--- src/rtl/seg7_scan_ctrl.sv ---
// Four-digit multiplexed seven-segment scanner with a bus-accessible control register.
// Optional leading-zero blanking is compiled in when the macro SEG_LZB_EN is defined.
module seg7_scan_ctrl #(
    parameter int SCAN_DIV = 100000
) (
    input  logic        clk_100mhz,
    input  logic        rst,
    input  logic        ce_i,
    input  logic        we_i,
    input  logic [3:0]  sel_i,
    input  logic [31:0] data_i,
    output logic [31:0] data_o,
    output logic [7:0]  seg,
    output logic [3:0]  an
);

    localparam int              PS_W    = $clog2(SCAN_DIV);
    localparam logic [PS_W-1:0] PS_LAST = PS_W'(SCAN_DIV - 1);

    logic [PS_W-1:0] ps_q, ps_d;
    logic [1:0]      idx_q, idx_d;
    logic [23:0]     ctrl_q, ctrl_d;
    logic [7:0]      seg_q, seg_d;
    logic [3:0]      an_q, an_d;
    logic            scan_adv;
    logic [3:0]      digit_nib;
    logic [3:0]      blank;

    // Reserved write lanes are deliberately dropped.
    logic unused_lanes;
    assign unused_lanes = ^{sel_i[3], data_i[31:24]};

    function automatic logic [6:0] hex_font(input logic [3:0] nib);
        case (nib)
            4'h0:    hex_font = 7'h40;
            4'h1:    hex_font = 7'h79;
            4'h2:    hex_font = 7'h24;
            4'h3:    hex_font = 7'h30;
            4'h4:    hex_font = 7'h19;
            4'h5:    hex_font = 7'h12;
            4'h6:    hex_font = 7'h02;
            4'h7:    hex_font = 7'h78;
            4'h8:    hex_font = 7'h00;
            4'h9:    hex_font = 7'h10;
            4'hA:    hex_font = 7'h08;
            4'hB:    hex_font = 7'h03;
            4'hC:    hex_font = 7'h46;
            4'hD:    hex_font = 7'h21;
            4'hE:    hex_font = 7'h06;
            default: hex_font = 7'h0E;
        endcase
    endfunction

    always_comb begin
        scan_adv = (ps_q == PS_LAST);
        ps_d     = scan_adv ? '0 : ps_q + PS_W'(1);
        idx_d    = scan_adv ? idx_q + 2'd1 : idx_q;
    end

    always_comb begin
        // NOTE: every combinational output gets a default first so no path infers a latch.
        ctrl_d = ctrl_q;
        if (ce_i && we_i) begin
            for (int b = 0; b < 3; b++) begin
                if (sel_i[b]) ctrl_d[8*b +: 8] = data_i[8*b +: 8];
            end
        end
    end

`ifdef SEG_LZB_EN
    always_comb begin : lzb
        logic higher_zero;
        logic zero_k;
        blank       = 4'b0000;
        higher_zero = 1'b1;
        for (int k = 3; k >= 1; k--) begin
            zero_k      = (ctrl_q[4*k +: 4] == 4'h0) && !ctrl_q[16+k];
            blank[k]    = zero_k && higher_zero;
            higher_zero = higher_zero && (!ctrl_q[20+k] || zero_k);
        end
    end
`else
    assign blank = 4'b0000;
`endif

    always_comb begin
        case (idx_q)
            2'd0:    digit_nib = ctrl_q[3:0];
            2'd1:    digit_nib = ctrl_q[7:4];
            2'd2:    digit_nib = ctrl_q[11:8];
            default: digit_nib = ctrl_q[15:12];
        endcase
        seg_d = 8'hFF;
        an_d  = 4'b1111;
        if (ctrl_q[20 + 32'(idx_q)] && !blank[idx_q]) begin
            an_d[idx_q] = 1'b0;
            seg_d       = {~ctrl_q[16 + 32'(idx_q)], hex_font(digit_nib)};
        end
    end

    assign data_o = (ce_i && !we_i) ? {8'h00, ctrl_q} : 32'h0;
    assign seg    = seg_q;
    assign an     = an_q;

    always_ff @(posedge clk_100mhz) begin
        // NOTE: reset is synchronous, so it is only tested inside the clocked block, never in the sensitivity list.
        if (rst) begin
            ps_q   <= '0;
            idx_q  <= 2'd0;
            ctrl_q <= 24'h0;
            seg_q  <= 8'hFF;
            an_q   <= 4'b1111;
        end else begin
            ps_q   <= ps_d;
            idx_q  <= idx_d;
            ctrl_q <= ctrl_d;
            seg_q  <= seg_d;
            an_q   <= an_d;
        end
    end

endmodule

--- config.mk ---
export PLATFORM = sky130hd
export DESIGN_NAME = seg7_scan_ctrl
export DESIGN_NICKNAME = d
export VERILOG_FILES = /design/src/rtl/seg7_scan_ctrl.sv
export SDC_FILE = /design/constraint.sdc
export NUM_CORES = 1
export LEC_CHECK = 0
export BUFFER_PORTS_ARGS = -buffer_cell sky130_fd_sc_hd__buf_2
export CAP_MARGIN = 20
export CORE_ASPECT_RATIO = 2
export CORE_MARGIN = 2
export CORE_UTILIZATION = 35
export CTS_BUF_LIST = sky130_fd_sc_hd__clkbuf_16
export DETAILED_ROUTE_END_ITERATION = 8
export GPL_ROUTABILITY_DRIVEN = 0
export PLACE_DENSITY = 0.64
export REMOVE_ABC_BUFFERS = 1
export SYNTH_ARGS = -nofsm -noshare
export SYNTH_HDL_FRONTEND = slang
export SYNTH_SLANG_ARGS = --single-unit
--- constraint.sdc ---
create_clock -name clk_100mhz -period 2.77 [get_ports clk_100mhz]
set_input_delay 0.554 -clock clk_100mhz [delete_from_list [all_inputs] [get_ports clk_100mhz]]
set_output_delay 0.554 -clock clk_100mhz [all_outputs]
set_load 0.01 [all_outputs]
Yosys cells after proc, flatten, opt, wreduce, memory -nomap -nowiden
Memory sizes are Yosys's and may differ from the RTL's. A register that Yosys moved wholly into a read port is not among the register bits.
Index checks and enable logic that the tools add are counted.

storage, ports and cells
  input bits = 40
  word-level logic and storage cells = 44
  memories = 1
  memory bits (read-only) = 112
  register bits after elaboration = 55
  output and inout port bits = 44

cells by class
  bitwise gates (word level) = 3
  reduce and logical (&&, ||, !) cells = 12
  $add $sub $neg = 4
  equality and inequality tests = 3
  magnitude comparators = 4
  mux-type cells = 10

memories
  name             words  width  read ports  clocked after memory_dff  write ports  RTL line  source
  (no name shown)  16     7      1           1                         0            34        case (nib)

operators by type and width
  cell                                                                           count
  24-bit 2-to-1 mux                                                              1
  17-bit by 1-bit adder with 17-bit output (second input constant)               1
  17-bit equality test (second input constant)                                   1
  5-bit by 2-bit adder with 6-bit output (first input constant)                  2
  6-bit less-than comparator (second input constant)                             2
  4-bit case mux with 3 select lines                                             1
  1-bit binary-select mux with 5-bit select                                      2
  2-bit AND reduction                                                            3
  1-bit logical AND                                                              4
  1-bit 2-to-1 mux                                                               4
  4-bit inverter                                                                 1
  2-bit OR reduction                                                             2
  2-bit by 3-bit less-than comparator with 1-bit output (second input constant)  1
  2-bit by 1-bit adder with 2-bit output (second input constant)                 1
  1-bit binary-select mux with 2-bit select                                      1
  1-bit demux with 2-bit select                                                  1
  2-bit by 1-bit equality test with 1-bit output (second input constant)         1
  2-bit equality test (second input constant)                                    1
  2-bit by 1-bit >= comparator with 1-bit output (second input constant)         1
  1-bit zero test                                                                2
  2-bit zero test                                                                1
  1-bit inverter                                                                 2

Depth between registers and ports, before layout
Gate-level depths: netlist of run 1.

  word-level depth = 6
  gate-level depth with buffers = 10
  depth with buffers taken out = 10

Worst setup path before layout of run 1
Ideal clock, no wire load.

  path type = register to register
  from = register idx_q[0]
  to = register seg_q[5] (netlist: seg[5])
  buffers on the path = 0
  stages on the path, launching flop included = 11
  arrival = 2.151 ns
  required time = 2.648 ns
  setup slack = 0.497 ns
  setup time = 0.122 ns
  clock period less this slack = 2.273 ns
  cell sequence = dfxtp_1 inv_1 ha_1 a222oi_1 mux2_2 inv_1 ha_1 inv_1 a211oi_1 o21bai_1 a221o_1

between the ends
  longest elaborated chain between the ends = 6
  elaborated cells on any way between the ends = 13
  those cells by class = add/sub (1); eq/ne (2); mux (5); bitwise (1); reduce/logical (4)

ends and longest elaborated chain
  element                                                                                              RTL line  source
  start: declaration                                                                                   21        logic [1:0] idx_q, idx_d;
  start signal: assignment                                                                             115       idx_q <= idx_d;
  5-bit by 2-bit adder with 6-bit output or 1-bit binary-select mux with 2-bit select (tied branches)  95        if (ctrl_q[20 + 32'(idx_q)] && !blank[idx_q]) begin
  1-bit binary-select mux with 5-bit select or 1-bit 2-to-1 mux (tied branches)                        95
  1-bit 2-to-1 mux (implied by the code) or 1-bit zero test (tied branches)                            95
  1-bit logical AND                                                                                    95
  1-bit inverter (no line)                                                                             --
  2-bit OR reduction (no line)                                                                         --
  end: declaration                                                                                     23        logic [7:0] seg_q, seg_d;

Several ways; a longest one is shown, not always the timed one. The select of a mux whose other input is x is not followed.
A chain may end at the register's enable or synchronous reset.

Worst setup path after layout of run 1
Ends and elaborated chain as after synthesis.

==> metrics.csv, run 1 <==
metric;value;unit
worst-skew pair later-pin latency;0.29;ns
final total power;1.52;mW
Setup TNS;0;ns
slew of the pin with the lowest slew margin;0.653;ns
Die ar.;8330;µm²
Async SR Flop Fraction;0;%
Setup crit end kind;flop;
DR pass1 iterations;5;
CP required;2.95;ns
# setup viols final;0;
Seq cells post-synth;55;
Data arrival, critical path;2.62;ns
CTS Buf Count;5;
Max Transition Viols Final;0;
Final Worst Setup Slack;0.328;ns
Num Clock Sinks;55;
Detailed Route WL;6160;µm
mapped cell area;2650;µm²
crit path time final;2.44;ns
sw frac;22.0;%
fmax;0.410;GHz
Non-Filler Instances;445;
post-CTS sizing;0;
Antenna diodes;0;
crit path buf inv count;3;
Net Sw Power;334;µW
Syn Inst Count;286;
die height;127;µm
post-synthesis area per instance;9.27;µm²
Starting Density;36.2;%
count of different cell masters after synthesis;42;
Post-synth EDFFs;0;
Setup Skew;0.00457;ns
vias in the first global route;2171;
routed wl met2;3730;µm
Crit path max-delay family;compound AO/OA/AOI/OAI gates;
Crit Path Class;reg2reg;
slowest stage delay, CP;0.39;ns
IO Count;84;
CTS Hold Buffers Added;0;
ys flop type;dfxtp_1;
max cap viols;0;
Max-slew headroom;56.5;%
# Post-CTS Setup Buffers;0;
outcome;finished clean;
DR vias/cell;5.08;
core area;7320;µm²
first-pass GRT wire length;9650;µm
CP most frequent cell;inv_1;
top layer in use;met4;
crit-path max FO;7;
clock share of power;37.9;%
CTS max path bufs;2;
largest net degree at the start of global routing;32;
share of total power in sequential cells;54.2;%
Int Power;1.18;mW
combinational share of power;7.9;%
Avg WL per Cell;13.8;µm
register area share after synthesis;41.5;%
share of cells above drive strength 1;23.2;%
Util after Layout;43.5;%
CTS tree;built;
IO Port Bufs;66;
Area growth, synth to finish;20.0;%
Worst VDD drop;0.244;mV
clock-pin slew on the worst setup and hold paths;0.07;ns
post-route ant nets;0;
H-tree Lvls;2;
root buffer cell;clkbuf_16;
ratio of final minimum period to clock period;88.1;%
Hold Vio Cnt, Final;0;
row count;44;
Synth warnings;0;
worst hold path class;reg2reg;
GRT overflow;0;
antenna violations before repair;0;
CP max stage cell;dfxtp_1;
detailed placement HPWL;4860;µm
RSZ-0062 raised after global routing;no;
Nets;406;
Iteration-0 DRC Markers;141;
detailed-route via count;2259;
crit path cell chain;inv_1 -> ha_1 -> a222oi_1 -> mux2_2 -> inv_1 -> ha_1 -> inv_1 -> a211oi_1 -> o21bai_1 -> a221o_1;
wl on met1;2100;µm
gr usage total;15.1;%
dpl cells;439;
met3 wire len;192;µm
Power Dens Cells;477;nW/µm²
worst slack, placed;0.379;ns
die span in x;65.6;µm
startpoint types;flop;
P_leak;1.48;nW
residual DRC count;0;
[layout by cell type (no fill, tap or decap), drive strengths merged, types with 3 or more instances in the layout]
cell type / n
xor2: 6
nor2: 39
nor2b: 3
clkbuf: 5
conb: 8
and2: 24
or3: 3
o31ai: 3
xnor2: 6
a22oi: 3
nor4: 4
a21oi: 10
and3: 3
inv: 12
or4: 3
a211oi: 5
ha: 12
a31oi: 3
mux2: 3
nand4: 5
nand3: 11
nand2: 9
dfxtp: 55
o21ai: 7
buf: 70
mux2i: 24
[area by class of cell]
class | instances | area [µm²]
fill | 754 | 4140
multi-input combinational | 211 | 1440
sequential | 55 | 1100
timing repair buffer | 70 | 360
clock buffer | 5 | 125
tap | 92 | 115
inverter | 11 | 41.3
clock inverter | 1 | 3.75
[stage by stage]
stage | hold slack (ns) | instance area, µm²
after floorplan | 0.441 | 2580
after global placement | 0.458 | 3060
after detailed placement | 0.467 | 3060
after CTS | 0.480 | 3180
after global routing | 0.496 | 3180
final | 0.473 | 3180
[cells in the mapped netlist, types with 2 or more instances]
master | number | area share [%]
buf_4 | 8 | 2.3
mux2i_1 | 24 | 9.1
xor2_1 | 6 | 2.0
o21ai_0 | 7 | 1.3
a22oi_1 | 3 | 0.85
nand4_1 | 5 | 1.2
mux2_2 | 3 | 1.3
or3_1 | 3 | 0.71
nor2b_1 | 3 | 0.71
ha_1 | 12 | 5.7
a222oi_1 | 2 | 0.75
a211oi_1 | 5 | 1.4
a31oi_1 | 3 | 0.71
and3_1 | 3 | 0.71
or4_1 | 3 | 0.85
o31ai_1 | 3 | 0.85
a21oi_1 | 10 | 1.9
dfxtp_1 | 55 | 42
nor3_1 | 2 | 0.38
and2_1 | 24 | 5.7
nor4_1 | 4 | 0.94
o21bai_1 | 2 | 0.57
clkbuf_1 | 6 | 0.85
xnor2_1 | 6 | 2.0
nand2_1 | 9 | 1.3
nor2_1 | 38 | 5.4
nand3_1 | 11 | 2.1
mux4_2 | 2 | 1.7
inv_1 | 11 | 1.6
[power groups by stage]
stage | sequential (mW) | combinational [mW] | clock, mW
finish | 0.822 | 0.120 | 0.576
global placement | 0.840 | 0.119 | 0
floorplan | 0.837 | 0.0679 | 0
detailed placement | 0.840 | 0.121 | 0
CTS | 0.822 | 0.122 | 0.595
global route | 0.824 | 0.136 | 0.620
[flip-flops by register name, summed over array words and instances (netlist names)]
register	cells
an	4
ctrl_q	24
idx_q	2
ps_q	17
seg	8
[worst register-to-register path, delay by kind of cell (launching register included)]
| family | cells | cell delay, ns |
|---|---|---|
| compound gates | 4 | 0.94 |
| fa+ha+maj | 2 | 0.48 |
| flops | 1 | 0.39 |
| mux | 1 | 0.31 |
| buf+inv | 3 | 0.22 |
[final timing paths]
path / start / end / slack, ns / cells after the start
min: ps_q[0] / ps_q[0] / 0.47 / 1
max: idx_q[0] / seg[5] / 0.33 / 10
min reg2reg: ps_q[0] / ps_q[0] / 0.47 / 1
max reg2reg: idx_q[0] / seg[5] / 0.33 / 10
[per-layer routing]
layer / vias up / GRT usage [%]
li1: 1113 / -
met1: 1092 / 12.9
met2: 46 / 31.4
met3: 8 / 2.38
met4: 0 / 7.35
met5: - / 0
[logic make-up after synthesis]
logic type	Yosys count	share of synthesized area [%]
compound gates	40	10.0
flops	55	41.5
mux	29	12.0
other cells	1	0.141
xor+xnor	12	3.96
simple gates	110	21.4
fa+ha+maj	12	5.66
buf+inv	27	5.28
Note: power is estimated with default switching activity, not from simulation.
==> run 2, diff against run 1 <==
--- a/config.mk
+++ b/config.mk
@@ -13,6 +13,8 @@
 export CTS_BUF_LIST = sky130_fd_sc_hd__clkbuf_16
 export DETAILED_ROUTE_END_ITERATION = 8
 export GPL_ROUTABILITY_DRIVEN = 0
+export GPL_TIMING_DRIVEN = 0
+export MAX_ROUTING_LAYER = met4
 export PLACE_DENSITY = 0.64
 export REMOVE_ABC_BUFFERS = 1
 export SYNTH_ARGS = -nofsm -noshare
==> run 2 against run 1 <==
- first-iteration DRC count shrank 16%
- critical path type unchanged
- largest cell class unchanged
- largest power group unchanged
- sequential power is essentially flat
- combinational power is essentially flat
- highest routed layer unchanged
- via count shrank 0.40%
- register-to-register slack lost 0.16 ns
- count of clock-buffer cells in the layout is the same
- power grew 1.1%
==> metrics.csv, run 2 (synthesized netlist as in run 1, its figures left out) <==
metric;value;unit;change
post-CTS sizing;0;;unchanged
detailed placement HPWL;4750;µm;-2.3%
Iteration-0 DRC Markers;119;;-16%
Power Dens Cells;482;nW/µm²;+1.2%
startpoint types;flop;;
Worst VDD drop;0.258;mV;+5.4%
Avg WL per Cell;13.7;µm;-0.96%
clock-pin slew on the worst setup and hold paths;0.07;ns;about the same
worst slack, placed;0.174;ns;-0.204 ns
Crit. Startpoint;idx_q[1];;
Largest register FFs;24;;unchanged
fmax;0.384;GHz;-6.3%
share of cells above drive strength 1;22.9;%;-0.28 points
vias in the first global route;2129;;-1.9%
max cap viols;0;;unchanged
CTS Buf Count;5;;unchanged
outcome;finished clean;;
Num Clock Sinks;55;;unchanged
fin area;3180;µm²;about the same
Non-Filler Instances;445;;unchanged
die span in x;65.6;µm;unchanged
Antenna diodes;0;;unchanged
H-tree Lvls;2;;unchanged
CTS tree;built;;
Max-slew headroom;57.0;%;+0.48 points
CTS Hold Buffers Added;0;;unchanged
first-pass GRT wire length;9480;µm;-1.7%
IO Count;84;;unchanged
Final Worst Setup Slack;0.165;ns;-0.163 ns
residual DRC count;0;;unchanged
P_leak;1.47;nW;-0.43%
Setup Skew;0.00319;ns;-0.00138 ns
worst-skew pair later-pin latency;0.29;ns;about the same
largest net degree at the start of global routing;32;;unchanged
ratio of final minimum period to clock period;94.0;%;+5.9 points
Detailed Route WL;6100;µm;-0.96%
crit path time final;2.60;ns;+0.163 ns
Starting Density;36.2;%;unchanged
largest reg by FF count;ctrl_q;;
CP required;2.95;ns;about the same
Hold Vio Cnt, Final;0;;unchanged
most frequent cells in the layout;buf_2 (66), dfxtp_1 (54), nor2_1 (38);;
Area growth, synth to finish;20.0;%;about the same
Setup crit end kind;flop;;
Util after Layout;43.5;%;about the same
dpl cells;436;;-0.68%
gr usage total;15.2;%;+0.12 points
antenna violations before repair;0;;unchanged
detailed-route via count;2250;;-0.40%
die height;127;µm;unchanged
final total power;1.53;mW;+1.1%
GRT overflow;0;;unchanged
Data arrival, critical path;2.79;ns;+0.17 ns
Max Transition Viols Final;0;;unchanged
Die ar.;8330;µm²;unchanged
dpl cell area;3040;µm²;-0.61%
Worst Min Path Start;ps_q[0];;
RSZ-0062 raised after global routing;no;;
post-route ant nets;0;;unchanged
row count;44;;unchanged
crit-path max FO;7;;unchanged
Crit Path Class;reg2reg;;
root buffer cell;clkbuf_16;;
# setup viols final;0;;unchanged
IO Port Bufs;66;;unchanged
core area;7320;µm²;unchanged
# Post-CTS Setup Buffers;0;;unchanged
Setup TNS;0;ns;unchanged
CTS max path bufs;2;;unchanged
DR pass1 iterations;4;;-1
reg2reg start;idx_q[1];;
worst hold path class;reg2reg;;
Nets;404;;-0.49%
DR vias/cell;5.06;;-0.40%
worst hold slack;0.485;ns;+0.0120 ns
commonest non-fill, non-tap cell in the layout;buf_2;;
slew of the pin with the lowest slew margin;0.645;ns;-0.00725 ns
[run 2: final timing paths]
path,slack [ns],depth (start not counted),to
worst min register to register,0.48,1,ps_q[0]
worst max-delay path,0.17,10,seg[5]
worst min-delay path,0.48,1,ps_q[0]
worst max register to register,0.17,10,seg[5]
[run 2: area by class of cell]
class	instances	area (µm²)
multi-input combinational	211	1440
clock buffer	5	125
tap	92	115
fill	744	4140
sequential	55	1100
clock inverter	3	11.3
inverter	11	41.3
timing repair buffer	68	349
[run 2: worst max-delay path, stage by stage, from the launching register on]
cell      delay [ns]
dfxtp_1         0.48
inv_1           0.10
ha_1            0.29
a222oi_1        0.39
mux2_2          0.32
inv_1           0.08
ha_1            0.20
inv_1           0.06
a211oi_1        0.07
o21bai_1        0.20
a221o_1         0.29
[run 2: per-layer routing]
| layer | routed length, µm | global-route usage, % | vias up | share of wire [%] |
|---|---|---|---|---|
| li1 | - | - | 1110 | - |
| met1 | 2160 | 13.6 | 1084 | 35 |
| met2 | 3590 | 29.1 | 49 | 59 |
| met3 | 234 | 3.08 | 7 | 3.8 |
| met4 | 110 | 7.48 | 0 | 1.8 |
| met5 | 0 | - | - | 0 |
[run 2: power breakdown]
group	internal [mW]	switching, mW	total, mW
sequential	0.808	0.0131	0.822
combinational	0.0536	0.0672	0.121
clock	0.326	0.266	0.592
==> run 3, diff against run 2 <==
--- a/config.mk
+++ b/config.mk
@@ -16,7 +16,6 @@
 export GPL_TIMING_DRIVEN = 0
 export MAX_ROUTING_LAYER = met4
 export PLACE_DENSITY = 0.64
-export REMOVE_ABC_BUFFERS = 1
 export SYNTH_ARGS = -nofsm -noshare
 export SYNTH_HDL_FRONTEND = slang
 export SYNTH_SLANG_ARGS = --single-unit
==> run 3 against run 2 <==
- first-iteration DRC count fell by 9.2%
- count of clock-buffer cells in the layout unchanged
- via count is 1.8% higher
- final area rose by 3.5%
- flip-flop and latch count is the same
- register-to-register slack about the same
- critical path depth is the same
- worst setup slack got worse by 0.0044 ns
- largest cell class unchanged
- routed wire length rose by 3.7%
- combinational power grew 9%
==> metrics.csv, run 3 (synthesized netlist as in run 1, its figures left out) <==
metric;value;unit;change
worst hold slack;0.480;ns;-0.00511 ns
share of total power in sequential cells;49.4;%;-4.1 points
CTS tree;built;;
Hold Vio Cnt, Final;0;;unchanged
Worst VDD drop;0.237;mV;-7.9%
Crit path max-delay family;compound AO/OA/AOI/OAI gates;;
sequential cell area;1100;µm²;-0.11%
worst-skew pair later-pin latency;0.30;ns;about the same
Int Power;1.29;mW;+8.8%
Area growth, synth to finish;24.2;%;
CP most frequent cell;inv_1;;
Setup crit end kind;flop;;
IO Port Bufs;66;;unchanged
clock-pin slew on the worst setup and hold paths;0.07;ns;about the same
share of cells above drive strength 1;24.8;%;+1.8 points
fin area;3290;µm²;+3.5%
first-pass GRT wire length;9870;µm;+4.1%
GRT overflow;0;;unchanged
CP max stage cell;dfxtp_1;;
startpoint types;flop;;
root buffer cell;clkbuf_16;;
FF-to-FF path depth;10;;unchanged
combinational share of power;7.9;%;about the same
Crit Path Class;reg2reg;;
die span in x;65.6;µm;unchanged
core area;7320;µm²;unchanged
detailed placement HPWL;5110;µm;+7.7%
fmax;0.383;GHz;-0.17%
DR pass1 iterations;4;;unchanged
Data arrival, critical path;2.80;ns;about the same
Reg2Reg Capture Point;seg[5];;
dpl cell area;3120;µm²;+2.9%
largest net degree at the start of global routing;17;;-47%
Worst Min Path Start;ps_q[0];;
crit-path max FO;8;;+1
CTS max path bufs;2;;unchanged
row count;44;;unchanged
P_leak;1.53;nW;+4.2%
IO Count;84;;unchanged
post-route ant nets;0;;unchanged
Setup Skew;0.00807;ns;+0.00488 ns
Detailed Route WL;6320;µm;+3.7%
# Post-CTS Setup Buffers;0;;unchanged
Starting Density;36.2;%;unchanged
Antenna diodes;0;;unchanged
Iteration-0 DRC Markers;108;;-9.2%
# setup viols final;0;;unchanged
H-tree Lvls;2;;unchanged
RSZ-0062 raised after global routing;no;;
most frequent cells in the layout;buf_2 (67), dfxtp_1 (55), nor2_1 (38);;
Avg WL per Cell;13.8;µm;+0.58%
die height;127;µm;unchanged
DR vias/cell;4.99;;-1.3%
area of the multi-input gates;1440;µm²;+0.43%
sw frac;22.3;%;-0.28 points
crit path time final;2.61;ns;+0.00438 ns
commonest non-fill, non-tap cell in the layout;buf_2;;
Die ar.;8330;µm²;unchanged
final total power;1.66;mW;+8.4%
CP required;2.96;ns;about the same
gr usage total;15.8;%;+0.58 points
Hold Path Sink;ps_q[0];;
crit path buf inv count;3;;unchanged
slowest stage delay, CP;0.54;ns;+0.06 ns
slew of the pin with the lowest slew margin;0.603;ns;-0.0429 ns
ratio of final minimum period to clock period;94.2;%;+0.16 points
vias in the first global route;2206;;+3.6%
largest reg by FF count;ctrl_q;;
Setup TNS;0;ns;unchanged
Max Transition Viols Final;0;;unchanged
worst hold path class;reg2reg;;
detailed-route via count;2291;;+1.8%
CTS Buf Count;5;;unchanged
Net Sw Power;371;µW;+7.0%
Max-slew headroom;59.8;%;+2.9 points
crit path cell chain;inv_1 -> ha_1 -> a222oi_1 -> mux2_2 -> inv_1 -> ha_1 -> inv_1 -> a211oi_1 -> o21bai_1 -> a221o_1;;
Num Clock Sinks;55;;unchanged
reg-to-reg slack, setup;0.16;ns;about the same
residual DRC count;0;;unchanged
Layout fillers;760;;+2.2%
Power Dens Cells;505;nW/µm²;+4.7%
clock share of power;42.6;%;+4.0 points
Largest register FFs;24;;unchanged
max cap viols;0;;unchanged
Nets;418;;+3.5%
Hold Path Stages;1;;unchanged
outcome;finished clean;;
antenna violations before repair;0;;unchanged
reg2reg start;idx_q[0];;
==> run 3: changes by cell type in the layout (fill, tap and decap cells not counted) <==
cell       change
clkbuf_1       +6
dfxtp_2        -1
buf_2          +1
buf_4          +7
bufinv_16      +1
dfxtp_1        +1
clkinv_2       +1
inv_1          -1
clkinv_1       -1
o2bb2ai_2      +1
o2bb2ai_1      -1
==> run 3: per-stage QoR <==
stage          utilization [%]  setup slack (ns)  instances
2_1_floorplan                -             0.497        293
3_3_place_gp              42.7             0.192        451
3_5_place_dp              42.7             0.163        451
4_1_cts                   44.9             0.140        459
5_1_grt                   45.0           0.00170        459
6_report                  45.0             0.161        459
==> run 3: power groups by stage <==
stage	clock network, mW	registers [mW]	logic (mW)
floorplan	0	0.837	0.0838
global placement	0	0.839	0.131
detailed placement	0	0.840	0.132
CTS	0.726	0.821	0.133
global route	0.753	0.824	0.145
finish	0.709	0.822	0.132
==> run 3: routing by layer <==
layer | vias to the layer above | global-route usage [%] | wire length [µm]
met3 | 21 | 3.17 | 289
met2 | 62 | 29.4 | 3540
li1 | 1142 | - | -
met5 | - | - | 0
met4 | 0 | 7.72 | 204
met1 | 1066 | 14.9 | 2290
==> run 3: what timing repair did <==
item,in CTS,in global routing
hold buffers,0,0
endpoints found under the setup margin,0,1
resized for setup,0,1
==> run 3: worst max path at each step <==
stage	cells past startpoint	slack (ns)	to	start
2_1_floorplan	10	0.50	seg[5]	idx_q[0]
3_3_place_gp	10	0.19	seg[5]	idx_q[0]
3_5_place_dp	9	0.16	seg[5]	idx_q[0]
4_1_cts	9	0.14	seg[5]	idx_q[0]
5_1_grt	10	0.002	seg[5]	idx_q[0]
6_report	10	0.16	seg[5]	idx_q[0]
==> run 3: area by class of cell <==
cell class | count | share of cell area, %
buffer | 16 | 3.00
tap | 92 | 3.49
clock buffer | 5 | 3.80
multi-input combinational | 211 | 43.8
inverter | 11 | 1.25
timing repair buffer | 66 | 10.0
clock inverter | 3 | 1.18
sequential | 55 | 33.4
